[src/rtl/wishbone_arbiter_if.sv]
// ---------------------------------------------------------------------------
// wishbone_arbiter_if
//
// Purpose: bundles every bus signal of the N-master / 1-slave Wishbone
// arbiter so the arbiter and its environment connect through one port.
// Per-master fields are flat-packed, with master k at slice k.
//
// Parameters:
//   NUM_MASTERS  number of requesting masters (2..8)
//   TAGSIZE      width of the tga/tgd/tgc tag fields
//
// Signal summary (direction as seen by the arbiter):
//   m_cyc_i/m_stb_i/m_we_i       in   per-master cycle/strobe/write enable
//   m_sel_i                      in   per-master byte selects (4 each)
//   m_adr_i/m_dat_i              in   per-master address/write data (32 each)
//   m_tga_i/m_tgd_i/m_tgc_i      in   per-master tags (TAGSIZE each)
//   m_dat_o/m_tgd_o              out  read data/tag broadcast to all masters
//   m_ack_o/m_err_o/m_rty_o      out  per-master responses
//   s_cyc_o/s_stb_o/s_we_o       out  slave cycle/strobe/write enable
//   s_sel_o/s_adr_o/s_dat_o      out  slave byte select/address/write data
//   s_tga_o/s_tgd_o/s_tgc_o      out  slave tags
//   s_dat_i/s_tgd_i              in   slave read data/tag
//   s_ack_i/s_err_i/s_rty_i      in   slave responses
//   grant_o                      out  one-hot current grant, zero when idle
//
// Modports:
//   slave   the arbiter itself; it is the slave of all the masters
//   master  the environment: the masters plus the downstream slave
// ---------------------------------------------------------------------------
interface wishbone_arbiter_if #(
  parameter int NUM_MASTERS = 2,
  parameter int TAGSIZE     = 2
);

  logic [NUM_MASTERS-1:0]         m_cyc_i;
  logic [NUM_MASTERS-1:0]         m_stb_i;
  logic [NUM_MASTERS-1:0]         m_we_i;
  logic [4*NUM_MASTERS-1:0]       m_sel_i;
  logic [32*NUM_MASTERS-1:0]      m_adr_i;
  logic [32*NUM_MASTERS-1:0]      m_dat_i;
  logic [TAGSIZE*NUM_MASTERS-1:0] m_tga_i;
  logic [TAGSIZE*NUM_MASTERS-1:0] m_tgd_i;
  logic [TAGSIZE*NUM_MASTERS-1:0] m_tgc_i;

  logic [31:0]                    m_dat_o;
  logic [TAGSIZE-1:0]             m_tgd_o;
  logic [NUM_MASTERS-1:0]         m_ack_o;
  logic [NUM_MASTERS-1:0]         m_err_o;
  logic [NUM_MASTERS-1:0]         m_rty_o;

  logic                           s_cyc_o;
  logic                           s_stb_o;
  logic                           s_we_o;
  logic [3:0]                     s_sel_o;
  logic [31:0]                    s_adr_o;
  logic [31:0]                    s_dat_o;
  logic [TAGSIZE-1:0]             s_tga_o;
  logic [TAGSIZE-1:0]             s_tgd_o;
  logic [TAGSIZE-1:0]             s_tgc_o;

  logic [31:0]                    s_dat_i;
  logic [TAGSIZE-1:0]             s_tgd_i;
  logic                           s_ack_i;
  logic                           s_err_i;
  logic                           s_rty_i;

  logic [NUM_MASTERS-1:0]         grant_o;

  modport slave (
    input  m_cyc_i, m_stb_i, m_we_i, m_sel_i, m_adr_i, m_dat_i,
    input  m_tga_i, m_tgd_i, m_tgc_i,
    output m_dat_o, m_tgd_o, m_ack_o, m_err_o, m_rty_o,
    output s_cyc_o, s_stb_o, s_we_o, s_sel_o, s_adr_o, s_dat_o,
    output s_tga_o, s_tgd_o, s_tgc_o,
    input  s_dat_i, s_tgd_i, s_ack_i, s_err_i, s_rty_i,
    output grant_o
  );

  modport master (
    output m_cyc_i, m_stb_i, m_we_i, m_sel_i, m_adr_i, m_dat_i,
    output m_tga_i, m_tgd_i, m_tgc_i,
    input  m_dat_o, m_tgd_o, m_ack_o, m_err_o, m_rty_o,
    input  s_cyc_o, s_stb_o, s_we_o, s_sel_o, s_adr_o, s_dat_o,
    input  s_tga_o, s_tgd_o, s_tgc_o,
    output s_dat_i, s_tgd_i, s_ack_i, s_err_i, s_rty_i,
    input  grant_o
  );

endinterface

[src/rtl/wishbone_arbiter.sv]
// ---------------------------------------------------------------------------
// wishbone_arbiter
//
// Purpose: round-robin arbiter letting NUM_MASTERS Wishbone masters share a
// single slave. A master that raises m_cyc_i while the arbiter is idle is
// granted one cycle later and keeps the slave for as long as it holds
// m_cyc_i, so bursts are never broken up. Dropping m_cyc_i releases the
// grant; the arbiter then spends at least one cycle idle before granting
// again, and the master just served has the lowest priority next time.
//
// Parameters:
//   NUM_MASTERS     number of requesting masters (2..8)
//   TAGSIZE         width of the tag fields
//   TIMEOUT_CYCLES  unanswered strobe cycles tolerated before a local error
//
// Ports:
//   clk_i   clock, all logic on the rising edge
//   rstn_i  synchronous active-low reset
//   bus     wishbone_arbiter_if.slave, all master- and slave-side signals
//
// Optional feature (compile-time macro WB_ARB_TIMEOUT_EN):
//   defined   - a watchdog counts granted cycles where s_stb_o is high and
//               the slave gives no ack/err/rty. When it reaches
//               TIMEOUT_CYCLES the arbiter pulses m_err_o of the granted
//               master for one cycle and withholds s_stb_o in that cycle.
//   undefined - no watchdog; m_err_o only ever reflects s_err_i.
// ---------------------------------------------------------------------------
module wishbone_arbiter #(
  parameter int NUM_MASTERS    = 2,
  parameter int TAGSIZE        = 2,
  parameter int TIMEOUT_CYCLES = 16
) (
  input  logic              clk_i,
  input  logic              rstn_i,
  wishbone_arbiter_if.slave bus
);

  localparam int IDX_W = (NUM_MASTERS > 1) ? $clog2(NUM_MASTERS) : 1;

  typedef enum logic {
    IDLE  = 1'b0,
    GRANT = 1'b1
  } state_e;

  state_e           state_q, state_d;
  logic [IDX_W-1:0] gnt_idx_q, gnt_idx_d;
  logic [IDX_W-1:0] last_grant_q, last_grant_d;

  logic             pick_found;
  logic [IDX_W-1:0] pick_idx;

  // Slice of the currently granted master
  logic               g_cyc;
  logic               g_stb;
  logic               g_we;
  logic [3:0]         g_sel;
  logic [31:0]        g_adr;
  logic [31:0]        g_dat;
  logic [TAGSIZE-1:0] g_tga;
  logic [TAGSIZE-1:0] g_tgd;
  logic [TAGSIZE-1:0] g_tgc;

  logic timeout_hit;

  // Round-robin search. Masters above last_grant are scanned first, then
  // the scan wraps to master 0 and ends at last_grant itself, so the most
  // recently served master always comes last.
  always_comb begin
    pick_found = 1'b0;
    pick_idx   = '0;
    for (int k = 0; k < NUM_MASTERS; k++) begin
      if (!pick_found && (k > int'(last_grant_q)) && bus.m_cyc_i[k]) begin
        pick_found = 1'b1;
        pick_idx   = IDX_W'(k);
      end
    end
    for (int k = 0; k < NUM_MASTERS; k++) begin
      if (!pick_found && (k <= int'(last_grant_q)) && bus.m_cyc_i[k]) begin
        pick_found = 1'b1;
        pick_idx   = IDX_W'(k);
      end
    end
  end

  // Select the granted master's request fields
  always_comb begin
    g_cyc = 1'b0;
    g_stb = 1'b0;
    g_we  = 1'b0;
    g_sel = '0;
    g_adr = '0;
    g_dat = '0;
    g_tga = '0;
    g_tgd = '0;
    g_tgc = '0;
    for (int k = 0; k < NUM_MASTERS; k++) begin
      if (gnt_idx_q == IDX_W'(k)) begin
        g_cyc = bus.m_cyc_i[k];
        g_stb = bus.m_stb_i[k];
        g_we  = bus.m_we_i[k];
        g_sel = bus.m_sel_i[k*4 +: 4];
        g_adr = bus.m_adr_i[k*32 +: 32];
        g_dat = bus.m_dat_i[k*32 +: 32];
        g_tga = bus.m_tga_i[k*TAGSIZE +: TAGSIZE];
        g_tgd = bus.m_tgd_i[k*TAGSIZE +: TAGSIZE];
        g_tgc = bus.m_tgc_i[k*TAGSIZE +: TAGSIZE];
      end
    end
  end

  // Next-state logic. The grant is held purely on the granted master's
  // m_cyc_i; other requests are not even looked at until we are back in
  // IDLE, which guarantees an idle cycle between consecutive grants.
  always_comb begin
    state_d      = state_q;
    gnt_idx_d    = gnt_idx_q;
    last_grant_d = last_grant_q;
    case (state_q)
      IDLE: begin
        if (pick_found) begin
          state_d   = GRANT;
          gnt_idx_d = pick_idx;
        end
      end
      GRANT: begin
        if (!g_cyc) begin
          state_d      = IDLE;
          last_grant_d = gnt_idx_q;
        end
      end
      default: begin
        state_d = IDLE;
      end
    endcase
  end

  // State registers. last_grant resets to the highest master so that
  // master 0 wins the first contention after reset.
  always_ff @(posedge clk_i) begin
    if (!rstn_i) begin
      state_q      <= IDLE;
      gnt_idx_q    <= '0;
      last_grant_q <= IDX_W'(NUM_MASTERS - 1);
    end else begin
      state_q      <= state_d;
      gnt_idx_q    <= gnt_idx_d;
      last_grant_q <= last_grant_d;
    end
  end

`ifdef WB_ARB_TIMEOUT_EN
  localparam int TO_W = $clog2(TIMEOUT_CYCLES + 1);

  logic [TO_W-1:0] to_cnt_q, to_cnt_d;
  logic            slave_resp;

  assign slave_resp = bus.s_ack_i | bus.s_err_i | bus.s_rty_i;

  // Watchdog. The counter value equals the number of unanswered strobe
  // cycles seen so far in this grant; the cycle in which it holds
  // TIMEOUT_CYCLES is the one that reports the error.
  always_comb begin
    timeout_hit = (state_q == GRANT) && (to_cnt_q == TO_W'(TIMEOUT_CYCLES));
    to_cnt_d    = to_cnt_q;
    if ((state_q != GRANT) || (state_d != GRANT) || timeout_hit || slave_resp) begin
      to_cnt_d = '0;
    end else if (g_stb) begin
      to_cnt_d = to_cnt_q + 1'b1;
    end
  end

  // Watchdog counter register
  always_ff @(posedge clk_i) begin
    if (!rstn_i) begin
      to_cnt_q <= '0;
    end else begin
      to_cnt_q <= to_cnt_d;
    end
  end
`else
  logic unused_timeout_cfg;

  assign timeout_hit        = 1'b0;
  assign unused_timeout_cfg = (TIMEOUT_CYCLES > 0);
`endif

  // Read data and read tag are broadcast unconditionally
  assign bus.m_dat_o = bus.s_dat_i;
  assign bus.m_tgd_o = bus.s_tgd_i;

  // Output routing. Everything is zero in IDLE; in GRANT the slave sees the
  // granted master's slice and only that master sees the slave's response.
  always_comb begin
    bus.s_cyc_o = 1'b0;
    bus.s_stb_o = 1'b0;
    bus.s_we_o  = 1'b0;
    bus.s_sel_o = '0;
    bus.s_adr_o = '0;
    bus.s_dat_o = '0;
    bus.s_tga_o = '0;
    bus.s_tgd_o = '0;
    bus.s_tgc_o = '0;
    bus.grant_o = '0;
    bus.m_ack_o = '0;
    bus.m_err_o = '0;
    bus.m_rty_o = '0;
    if (state_q == GRANT) begin
      bus.s_cyc_o = g_cyc;
      bus.s_stb_o = g_stb & ~timeout_hit;
      bus.s_we_o  = g_we;
      bus.s_sel_o = g_sel;
      bus.s_adr_o = g_adr;
      bus.s_dat_o = g_dat;
      bus.s_tga_o = g_tga;
      bus.s_tgd_o = g_tgd;
      bus.s_tgc_o = g_tgc;
      for (int k = 0; k < NUM_MASTERS; k++) begin
        if (gnt_idx_q == IDX_W'(k)) begin
          bus.grant_o[k] = 1'b1;
          bus.m_ack_o[k] = bus.s_ack_i;
          bus.m_err_o[k] = bus.s_err_i | timeout_hit;
          bus.m_rty_o[k] = bus.s_rty_i;
        end
      end
    end
  end

endmodule

[src/flat_wrapper.sv]
// flat-port wrapper written by rule: the top's interface ports become plain ports
module wishbone_arbiter_flat 
#(
  parameter int NUM_MASTERS    = 2,
  parameter int TAGSIZE        = 2,
  parameter int TIMEOUT_CYCLES = 16
)
  (clk_i, rstn_i, bus_m_cyc_i, bus_m_stb_i, bus_m_we_i, bus_m_sel_i, bus_m_adr_i, bus_m_dat_i, bus_m_tga_i, bus_m_tgd_i, bus_m_tgc_i, bus_m_dat_o, bus_m_tgd_o, bus_m_ack_o, bus_m_err_o, bus_m_rty_o, bus_s_cyc_o, bus_s_stb_o, bus_s_we_o, bus_s_sel_o, bus_s_adr_o, bus_s_dat_o, bus_s_tga_o, bus_s_tgd_o, bus_s_tgc_o, bus_s_dat_i, bus_s_tgd_i, bus_s_ack_i, bus_s_err_i, bus_s_rty_i, bus_grant_o);
  wishbone_arbiter_if #(.NUM_MASTERS(NUM_MASTERS), .TAGSIZE(TAGSIZE)) bus_i ();
  input  logic clk_i;
  input  logic rstn_i;
  input wire logic [$bits(bus_i.m_cyc_i)-1:0] bus_m_cyc_i;
  input wire logic [$bits(bus_i.m_stb_i)-1:0] bus_m_stb_i;
  input wire logic [$bits(bus_i.m_we_i)-1:0] bus_m_we_i;
  input wire logic [$bits(bus_i.m_sel_i)-1:0] bus_m_sel_i;
  input wire logic [$bits(bus_i.m_adr_i)-1:0] bus_m_adr_i;
  input wire logic [$bits(bus_i.m_dat_i)-1:0] bus_m_dat_i;
  input wire logic [$bits(bus_i.m_tga_i)-1:0] bus_m_tga_i;
  input wire logic [$bits(bus_i.m_tgd_i)-1:0] bus_m_tgd_i;
  input wire logic [$bits(bus_i.m_tgc_i)-1:0] bus_m_tgc_i;
  output wire logic [$bits(bus_i.m_dat_o)-1:0] bus_m_dat_o;
  output wire logic [$bits(bus_i.m_tgd_o)-1:0] bus_m_tgd_o;
  output wire logic [$bits(bus_i.m_ack_o)-1:0] bus_m_ack_o;
  output wire logic [$bits(bus_i.m_err_o)-1:0] bus_m_err_o;
  output wire logic [$bits(bus_i.m_rty_o)-1:0] bus_m_rty_o;
  output wire logic [$bits(bus_i.s_cyc_o)-1:0] bus_s_cyc_o;
  output wire logic [$bits(bus_i.s_stb_o)-1:0] bus_s_stb_o;
  output wire logic [$bits(bus_i.s_we_o)-1:0] bus_s_we_o;
  output wire logic [$bits(bus_i.s_sel_o)-1:0] bus_s_sel_o;
  output wire logic [$bits(bus_i.s_adr_o)-1:0] bus_s_adr_o;
  output wire logic [$bits(bus_i.s_dat_o)-1:0] bus_s_dat_o;
  output wire logic [$bits(bus_i.s_tga_o)-1:0] bus_s_tga_o;
  output wire logic [$bits(bus_i.s_tgd_o)-1:0] bus_s_tgd_o;
  output wire logic [$bits(bus_i.s_tgc_o)-1:0] bus_s_tgc_o;
  input wire logic [$bits(bus_i.s_dat_i)-1:0] bus_s_dat_i;
  input wire logic [$bits(bus_i.s_tgd_i)-1:0] bus_s_tgd_i;
  input wire logic [$bits(bus_i.s_ack_i)-1:0] bus_s_ack_i;
  input wire logic [$bits(bus_i.s_err_i)-1:0] bus_s_err_i;
  input wire logic [$bits(bus_i.s_rty_i)-1:0] bus_s_rty_i;
  output wire logic [$bits(bus_i.grant_o)-1:0] bus_grant_o;
  assign bus_i.m_cyc_i = bus_m_cyc_i;
  assign bus_i.m_stb_i = bus_m_stb_i;
  assign bus_i.m_we_i = bus_m_we_i;
  assign bus_i.m_sel_i = bus_m_sel_i;
  assign bus_i.m_adr_i = bus_m_adr_i;
  assign bus_i.m_dat_i = bus_m_dat_i;
  assign bus_i.m_tga_i = bus_m_tga_i;
  assign bus_i.m_tgd_i = bus_m_tgd_i;
  assign bus_i.m_tgc_i = bus_m_tgc_i;
  assign bus_m_dat_o = bus_i.m_dat_o;
  assign bus_m_tgd_o = bus_i.m_tgd_o;
  assign bus_m_ack_o = bus_i.m_ack_o;
  assign bus_m_err_o = bus_i.m_err_o;
  assign bus_m_rty_o = bus_i.m_rty_o;
  assign bus_s_cyc_o = bus_i.s_cyc_o;
  assign bus_s_stb_o = bus_i.s_stb_o;
  assign bus_s_we_o = bus_i.s_we_o;
  assign bus_s_sel_o = bus_i.s_sel_o;
  assign bus_s_adr_o = bus_i.s_adr_o;
  assign bus_s_dat_o = bus_i.s_dat_o;
  assign bus_s_tga_o = bus_i.s_tga_o;
  assign bus_s_tgd_o = bus_i.s_tgd_o;
  assign bus_s_tgc_o = bus_i.s_tgc_o;
  assign bus_i.s_dat_i = bus_s_dat_i;
  assign bus_i.s_tgd_i = bus_s_tgd_i;
  assign bus_i.s_ack_i = bus_s_ack_i;
  assign bus_i.s_err_i = bus_s_err_i;
  assign bus_i.s_rty_i = bus_s_rty_i;
  assign bus_grant_o = bus_i.grant_o;
  wishbone_arbiter #(.NUM_MASTERS(NUM_MASTERS), .TAGSIZE(TAGSIZE), .TIMEOUT_CYCLES(TIMEOUT_CYCLES)) u_core (.clk_i(clk_i), .rstn_i(rstn_i), .bus(bus_i));
endmodule
[config.mk]
export PLATFORM = sky130hd
export DESIGN_NAME = wishbone_arbiter_flat
export DESIGN_NICKNAME = d
export VERILOG_FILES = /design/src/rtl/wishbone_arbiter_if.sv /design/src/rtl/wishbone_arbiter.sv /design/src/flat_wrapper.sv
export SDC_FILE = /design/constraint.sdc
export NUM_CORES = 1
export LEC_CHECK = 0
export CAP_MARGIN = 20
export CORE_AREA = 3 3 119 121
export CTS_BUF_LIST = sky130_fd_sc_hd__clkbuf_8 sky130_fd_sc_hd__clkbuf_16
export CTS_CLUSTER_DIAMETER = 30
export CTS_CLUSTER_SIZE = 24
export DETAILED_ROUTE_END_ITERATION = 16
export DIE_AREA = 0 0 122 124
export PLACE_DENSITY = 0.64
export SYNTH_ARGS = -nofsm -noshare
export SYNTH_HDL_FRONTEND = slang
export SYNTH_SLANG_ARGS = --single-unit
[constraint.sdc]
create_clock -name clk_i -period 2.03 [get_ports clk_i]
set_input_delay 0.406 -clock clk_i [delete_from_list [all_inputs] [get_ports clk_i]]
set_output_delay 0.406 -clock clk_i [all_outputs]
set_load 0.02 [all_outputs]
Word level (Yosys, flattened, before mapping)
Index checks and enable logic that the tools add are counted.
{"block": "word_totals", "register_bits": 3, "in_bits": 193, "output_inout_bits": 119, "elab_cells": 53}
{"block": "op_classes", "n_lt_le_gt_ge": 2, "n_mux": 38, "bitwise": 2, "n_reduce_logical": 8}
{"cell": "$mux W32", "count": 4}
{"cell": "$mux W1", "count": 21}
{"cell": "$mux W2", "count": 10}
{"cell": "$mux W4", "count": 2}
{"cell": "$logic_and A1 B1 Y1", "count": 4}
{"cell": "$reduce_and A2 Y1", "count": 2}
{"cell": "$logic_not A1 Y1", "count": 2}
{"cell": "$not A1 Y1", "count": 2}
{"cell": "$pmux W1 S2", "count": 1}
{"cell": "$gt A1 B1 Y1 const A", "count": 1}
{"cell": "$le A1 B1 Y1 const A", "count": 1}

Longest topological paths before layout
Gate-level depths: netlist of the first run.
{"block": "depth", "depth_word": 12, "ltp_mapped": 5, "ltp_nobuf": 3}

Least setup slack after synthesis of the first run
OpenSTA, ideal clock, no wires.
{"block": "synth_timing", "path_type": "reg2out", "start": "register u_core.gnt_idx_q", "end": "output port bus_m_ack_o[0]", "arrival_ns": 1.188, "required_ns": 1.624, "slack_ns": 0.436, "path_stages_with_launch": 5, "n_path_buf": 2, "cell_sequence": "dfxtp_1 > buf_6 > buf_12 > nor2_1 > and2_1"}
{"block": "synth_between", "elab_chain_len": 2}
{"element": "start: declaration", "line_no": "wishbone_arbiter.sv:46", "rtl": "logic [IDX_W-1:0] gnt_idx_q, gnt_idx_d;"}
{"element": "start signal: assignment", "line_no": "wishbone_arbiter.sv:146", "rtl": "gnt_idx_q <= gnt_idx_d;"}
{"element": "$mux W1", "line_no": "wishbone_arbiter.sv:218", "rtl": "if (gnt_idx_q == IDX_W'(k)) begin"}
{"element": "$mux W2", "line_no": "wishbone_arbiter.sv:207", "rtl": "if (state_q == GRANT) begin"}
{"element": "end: declaration", "line_no": "flat_wrapper.sv:23", "rtl": "output wire logic [$bits(bus_i.m_ack_o)-1:0] bus_m_ack_o;"}
No other way between the ends.

Worst setup path in the final report of the first run
{"block": "layout_timing", "start": "register u_core.gnt_idx_q", "end": "output port bus_s_adr_o[29]"}
{"block": "layout_between", "elab_chain_len": 2}
{"element": "$mux W32", "line_no": "wishbone_arbiter.sv:97", "rtl": "if (gnt_idx_q == IDX_W'(k)) begin"}
{"element": "$mux W32", "line_no": "wishbone_arbiter.sv:207"}
{"element": "end: declaration", "line_no": "flat_wrapper.sv:30", "rtl": "output wire logic [$bits(bus_i.s_adr_o)-1:0] bus_s_adr_o;"}
No other way between the ends.

==> summary.md, run 1 <==
| Metric | Value |
|---|---|
| Outcome | `complete, no violations` |
| Worst Path Max Fanout | `21` |
| I/O pin cnt | `around 310` |
| Synthesis-stage register bit count | `3` |
| Hold path depth | `2` |
| Max-Cap Viols | `0` |
| DRT iter0 DRCs | `23` |
| Drt total wl | `approximately 8300 um` |
| Row count | `42` |
| Gp weighted congestion | `a little over 0.7` |
| Placed instance area | `between 0.004 and 0.005 mm^2` |
| RSZ-0062 raised after global routing | `no` |
| Total Power | `1280 uW` |
| Synth Area per Inst | `about 7.3 um^2` |
| DR WL/cell | `between 10 and 15 um` |
| Cells after DPL | `608` |
| Pwr Density | `318 mW/mm^2` |
| Routed Antenna Nets | `0` |
| CTS Root Cell | `clkbuf_16` |
| Number of global-route vias before repair | `around 2.3k` |
| Synth unique cells | `19` |
| Cts hold-fix bufs | `0` |
| CTS tree | `built` |
| Global router's overall resource usage | `9.42%` |
| Clock Sinks | `3` |
| Bufs on Longest Clock Path | `2` |
| Inserted Clock Buffers | `3` |
| Worst Max-Slew Pin Slew | `approximately 0.37 ns` |
| Cell taking the most area after synthesis | `mux2i_1` |
| R2R Setup Slk | `between 0.9 and 1 ns` |
| Initial Utilization | `12.8%` |
| Cells on worst reg2reg path | `4` |
| Hold Crit Class | `register to register` |
| Mapped Cells | `roughly 230` |
| Final Max Tran Viols | `0` |
| Area grow syn2layout | `138%` |
| Worst slew margin | `75.6%` |
| Die Y | `approximately 120 um` |
| Routed vias/inst | `around 3.8` |
| Antenna diodes | `0` |
| Largest cells by area after synthesis | `mux2i_1 46%, nor2_1 18%, buf_4 16%, buf_12 7.1%, dfxtp_1 3.6%` |
| Fraction of layout cells with a size suffix above 1 | `around 4%` |
| Post-synth net total | `between 400 and 500` |
| Drc violations | `0` |
| Post-Syn Area | `0.00169 mm^2` |
| Finished Layout Cells | `a little over 600` |
| Fin Setup TNS | `0 ns` |
| Die Footprint | `0.0151 mm^2` |
| Worst setup EP type | `output pin` |
| Final period utilization | `between 90% and 100%` |
| First-pass GRT wire length | `roughly 11,000 um` |
| Cell area after layout | `0.00402 mm^2` |
| Drt pass-1 iters | `4` |
| Final min period | `between 1.5 and 2 ns` |
| Core Box Area | `roughly 0.013 mm^2` |
| CP Data Required Time | `1.62 ns` |
| Post-synth top area share | `between 40% and 50%` |
| Post-layout util | `30.5%` |
| Crit path launch type | `register` |
| Nets | `approximately 630` |
| Via count | `2,302` |
| Number of port buffers | `243` |
| Leakage | `roughly 0.0018 uW` |
| Post-detail-place hpwl | `7010 um` |
| Yosys warning total | `0` |
| Pin count of the biggest net entering global routing | `37` |
| Initial antenna violation count | `0` |
| Die X | `around 120 um` |
| Critical Path AT | `approximately 1.5 ns` |
| Worst-skew pair later-pin latency | `0.22 ns` |
| Clock Skew | `roughly 0.00038 ns` |
| CP Class | `register to output pin` |
| Most frequent cells in the layout | `158 x clkdlybuf4s50_1, 84 x dlygate4sd2_1, 79 x nor2_1` |
| H-tree lvl count | `1` |
| Hold Vio Cnt, Final | `0` |
| Most common cell after layout, fill and taps aside | `clkdlybuf4s50_1` |
| Highest clock rate | `between 500 and 600 MHz` |
| GRT overflow | `0` |
| Peak VDD IR | `around 0.41 mV` |
| Clock slew at reported path FFs | `roughly 0.03 ns` |
| Seq/Total Area, Yosys | `roughly 3.6%` |
| Endpoints failing setup | `0` |
==> synth_stat cells <==
library cell	count
nand3_1	1
nor2_1	79
buf_2	3
and3_1	3
clkbuf_2	1
o2111ai_1	1
a21oi_1	1
a21boi_1	1
buf_12	6
o21ai_0	3
inv_2	1
clkbuf_1	3
nand2_1	4
buf_4	37
and2_1	2
buf_6	3
mux2i_1	77
dfxtp_1	3
inv_1	2
==> critical path, stage by stage (launching register included) <==
cell and delay [ns]:
dfxtp_4 0.45, buf_12 0.22, mux2i_1 0.25, nor2_1 0.06, dlygate4sd2_1 0.32
==> worst paths after layout <==
check | start | end
worst max-delay path | u_core.gnt_idx_q | bus_s_adr_o[29]
worst min-delay path | u_core.last_grant_q | u_core.last_grant_q
worst max register to register | u_core.state_q | u_core.last_grant_q
worst min register to register | u_core.last_grant_q | u_core.last_grant_q
==> through the flow <==
| step | worst slack, ns | hold slack, ns |
|---|---|---|
| CTS | 0.0288 | 0.519 |
| detailed placement | -0.144 | 0.511 |
| finish | 0.0940 | 0.517 |
| global route | 0.0117 | 0.565 |
| floorplan | 0.436 | 0.468 |
| global placement | -0.162 | 0.481 |
==> flip-flops by register name, summed over array words and instances, names as in the netlist <==
name                 count
u_core.last_grant_q      1
u_core.state_q           1
u_core.gnt_idx_q         1
==> kinds of logic after synthesis <==
family / synth area share (%)
simple gates: 20.6
mux: 45.6
buf+inv: 28.1
compound gates: 2.15
flops: 3.56
==> cell type report <==
class | count | area [um^2]
fillers | 1423 | 9170
repair buffers | 255 | 2490
multi-input cells | 172 | 1150
well taps | 176 | 220
clock buffers | 3 | 75.1
flip-flops and latches | 3 | 63.8
inverters | 3 | 11.3
clock inverters | 1 | 3.75
==> report_power, final <==
group	total (uW)	switching [uW]	internal, uW	leakage [uW]
sequential	72.4	8.81	63.6	0.0000255
combinational	900	389	511	0.00175
clock	307	53.6	254	0.0000423
total	1280	451	828	0.00182
==> per-layer routing <==
metal  GRT usage (%)  wire, um
met5               0         0
met4            3.08       149
met3            2.54       925
met2            18.0      4250
met1            9.97      2950
==> what timing repair did <==
action	in CTS	in global routing
buffers inserted	0	0
cloned	0	1
endpoints found under the setup margin	84	3
resized for setup	85	1
Power figures use the tool's default switching activity.
==> inputs of run 2 (changes only) <==
--- a/config.mk
+++ b/config.mk
@@ -13,6 +13,7 @@
 export DETAILED_ROUTE_END_ITERATION = 16
 export DIE_AREA = 0 0 122 124
 export PLACE_DENSITY = 0.64
+export SLEW_MARGIN = 20
 export SYNTH_ARGS = -nofsm -noshare
 export SYNTH_HDL_FRONTEND = slang
 export SYNTH_SLANG_ARGS = --single-unit
==> results of run 2 <==
No change in the layout: final DEF, timing and power equal those of run 1.
==> inputs of run 3 (changes only) <==
==> constraint.sdc (replaced) <==
create_clock -name clk_i -period 2.03 [get_ports clk_i]
set_input_delay 0.3045 -clock clk_i [delete_from_list [all_inputs] [get_ports clk_i]]
set_output_delay 0.3045 -clock clk_i [all_outputs]
set_load 0.02 [all_outputs]
==> summary.md, run 3 (synthesis gave the netlist of run 1 again) <==
| Metric | Value |
|---|---|
| Outcome | `complete, no violations` |
| Drt pass-1 iters | `3` |
| Launching point of the worst reg2reg path | `u_core.gnt_idx_q` |
| Routed vias/inst | `roughly 3.8` |
| Hold endpoint | `u_core.last_grant_q` |
| Buffers and inverters on the worst path | `2` |
| Antenna diodes | `0` |
| R2R Setup Slk | `0.92 ns` |
| Slowest cell on crit path | `clkdlybuf4s50_1` |
| Fin Setup TNS | `0 ns` |
| Worst-skew pair later-pin latency | `about 0.22 ns` |
| Drt total wl | `roughly 8200 um` |
| Hold path depth | `2` |
| Peak VDD IR | `0.382 mV` |
| Initial antenna violation count | `0` |
| CP Class | `register to output pin` |
| DRT iter0 DRCs | `34` |
| Endpoints failing setup | `0` |
| RSZ-0062 raised after global routing | `yes` |
| Row count | `42` |
| Slowest Stage Delay on Critical Path | `around 0.53 ns` |
| Total Power | `around 1300 uW` |
| Cells on worst reg2reg path | `3` |
| Top delay family on crit path | `buffers and inverters` |
| Hold Crit Class | `register to register` |
| Pin count of the biggest net entering global routing | `between 40 and 50` |
| Pwr Density | `approximately 320 mW/mm^2` |
| Die Footprint | `around 0.015 mm^2` |
| Most frequent cells in the layout | `175 x clkdlybuf4s50_1, 79 x nor2_1, 77 x mux2i_1` |
| First-pass GRT wire length | `approximately 11,000 um` |
| CTS tree | `built` |
| Highest clock rate | `between 500 and 600 MHz` |
| Worst R2R End | `u_core.last_grant_q` |
| Final Max Tran Viols | `0` |
| Post-detail-place hpwl | `a little under 7000 um` |
| Cells after DPL | `606` |
| Final period utilization | `97.4%` |
| Via count | `2,330` |
| Die X | `approximately 120 um` |
| Clock Skew | `between 0.0006 and 0.0007 ns` |
| Clock Sinks | `3` |
| Place WS | `between 0.06 and 0.07 ns` |
| Global router's overall resource usage | `a little under a tenth` |
| Leakage | `a little over 0.002 uW` |
| Critical Path AT | `approximately 1.7 ns` |
| CP Data Required Time | `between 1.5 and 2 ns` |
| Number of global-route vias before repair | `roughly 2.4k` |
| CTS Root Cell | `clkbuf_16` |
| Worst Max-Slew Pin Slew | `~0.37 ns` |
| Drc violations | `0` |
| DR WL/cell | `roughly 13 um` |
| Max-Cap Viols | `0` |
| Final min period | `1.98 ns` |
| Gp weighted congestion | `0.717` |
| H-tree lvl count | `1` |
| Most common cell after layout, fill and taps aside | `clkdlybuf4s50_1` |
| Initial Utilization | `roughly 13%` |
| Area grow syn2layout | `144%` |
| Fraction of layout cells with a size suffix above 1 | `3.67%` |
| I/O pin cnt | `approximately 310` |
| Largest regs | `u_core.gnt_idx_q x1, u_core.last_grant_q x1, u_core.state_q x1` |
| Cts hold-fix bufs | `0` |
| Worst Setup Slack, final | `roughly 0.053 ns` |
| Crit path launch type | `register` |
| Worst slew margin | `around three quarters` |
| Nets | `630` |
| Inserted Clock Buffers | `3` |
| Core Box Area | `around 0.013 mm^2` |
| GRT overflow | `0` |
| Hold Vio Cnt, Final | `0` |
| Finished Layout Cells | `612` |
| Critical-path cell list | `buf_12, mux2i_1, nor2_1, clkdlybuf4s50_1` |
| Hold path startpoint | `u_core.last_grant_q` |
| Routed Antenna Nets | `0` |
| Number of port buffers | `243` |
| Worst setup EP type | `output pin` |
| Clock slew at reported path FFs | `~0.03 ns` |
| Bufs on Longest Clock Path | `2` |
| Worst Path Max Fanout | `21` |
| Die Y | `between 100 and 150 um` |
[run 3: changes by cell type in the layout (fill, tap and decap cells not counted)]
cell	delta
dlymetal6s2s_1	+28
dlygate4sd2_1	-45
clkdlybuf4s50_1	+17
clkbuf_16	-1
[run 3: layout make-up]
type,count,area (um^2)
Sequential cell,3,63.8
Clock inverter,1,3.75
Inverter,3,11.3
Timing Repair Buffer,254,2590
Multi-Input combinational cell,172,1150
Fill cell,1360,9070
Tap cell,176,220
Clock buffer,3,75.1
[run 3: per-stage QoR]
stage,hold WS (ns),area (um^2),util (%)
after floorplan,0.385,1690,-
after global placement,0.482,4000,30.3
after detailed placement,0.523,4000,30.3
after CTS,0.531,4050,30.7
after global routing,0.555,4120,31.2
final,0.537,4120,31.2
[run 3: routing by layer]
metal	vias up	part of all wire (%)	GRT usage, %
li1	1145	-	-
met1	1013	35	9.78
met2	146	51	17.7
met3	26	12	2.27
met4	0	2.5	3.78
met5	-	0	0
[run 3: worst max path at each step]
stage / from / endpoint / slack (ns) / cells past startpoint
global route: u_core.gnt_idx_q / bus_s_dat_o[3] / -0.005 / 4
global placement: bus_m_cyc_i[0] / bus_s_cyc_o / 0.04 / 4
detailed placement: bus_m_cyc_i[0] / bus_s_cyc_o / 0.07 / 4
floorplan: u_core.gnt_idx_q / bus_m_ack_o[0] / 0.54 / 4
CTS: u_core.gnt_idx_q / bus_s_dat_o[23] / 0.0003 / 4
finish: u_core.gnt_idx_q / bus_s_dat_o[3] / 0.05 / 4
[run 3: what timing repair did]
item                       in CTS  in global routing
resized for setup              39                 30
buffers inserted                2                  0
gates cloned                    0                  0
setup endpoints to repair      66                 29
[run 3: worst reg2reg max path: stages, from the launching register on]
cell	delay [ns]
dfxtp_4	0.44
buf_12	0.25
nand2_1	0.12
o2111ai_1	0.20
[run 3: power by group]
part | total, uW | internal [uW] | switching, uW
Clock | 309 | 254 | 55.3
Combinational | 924 | 538 | 386
Sequential | 72.0 | 63.6 | 8.41
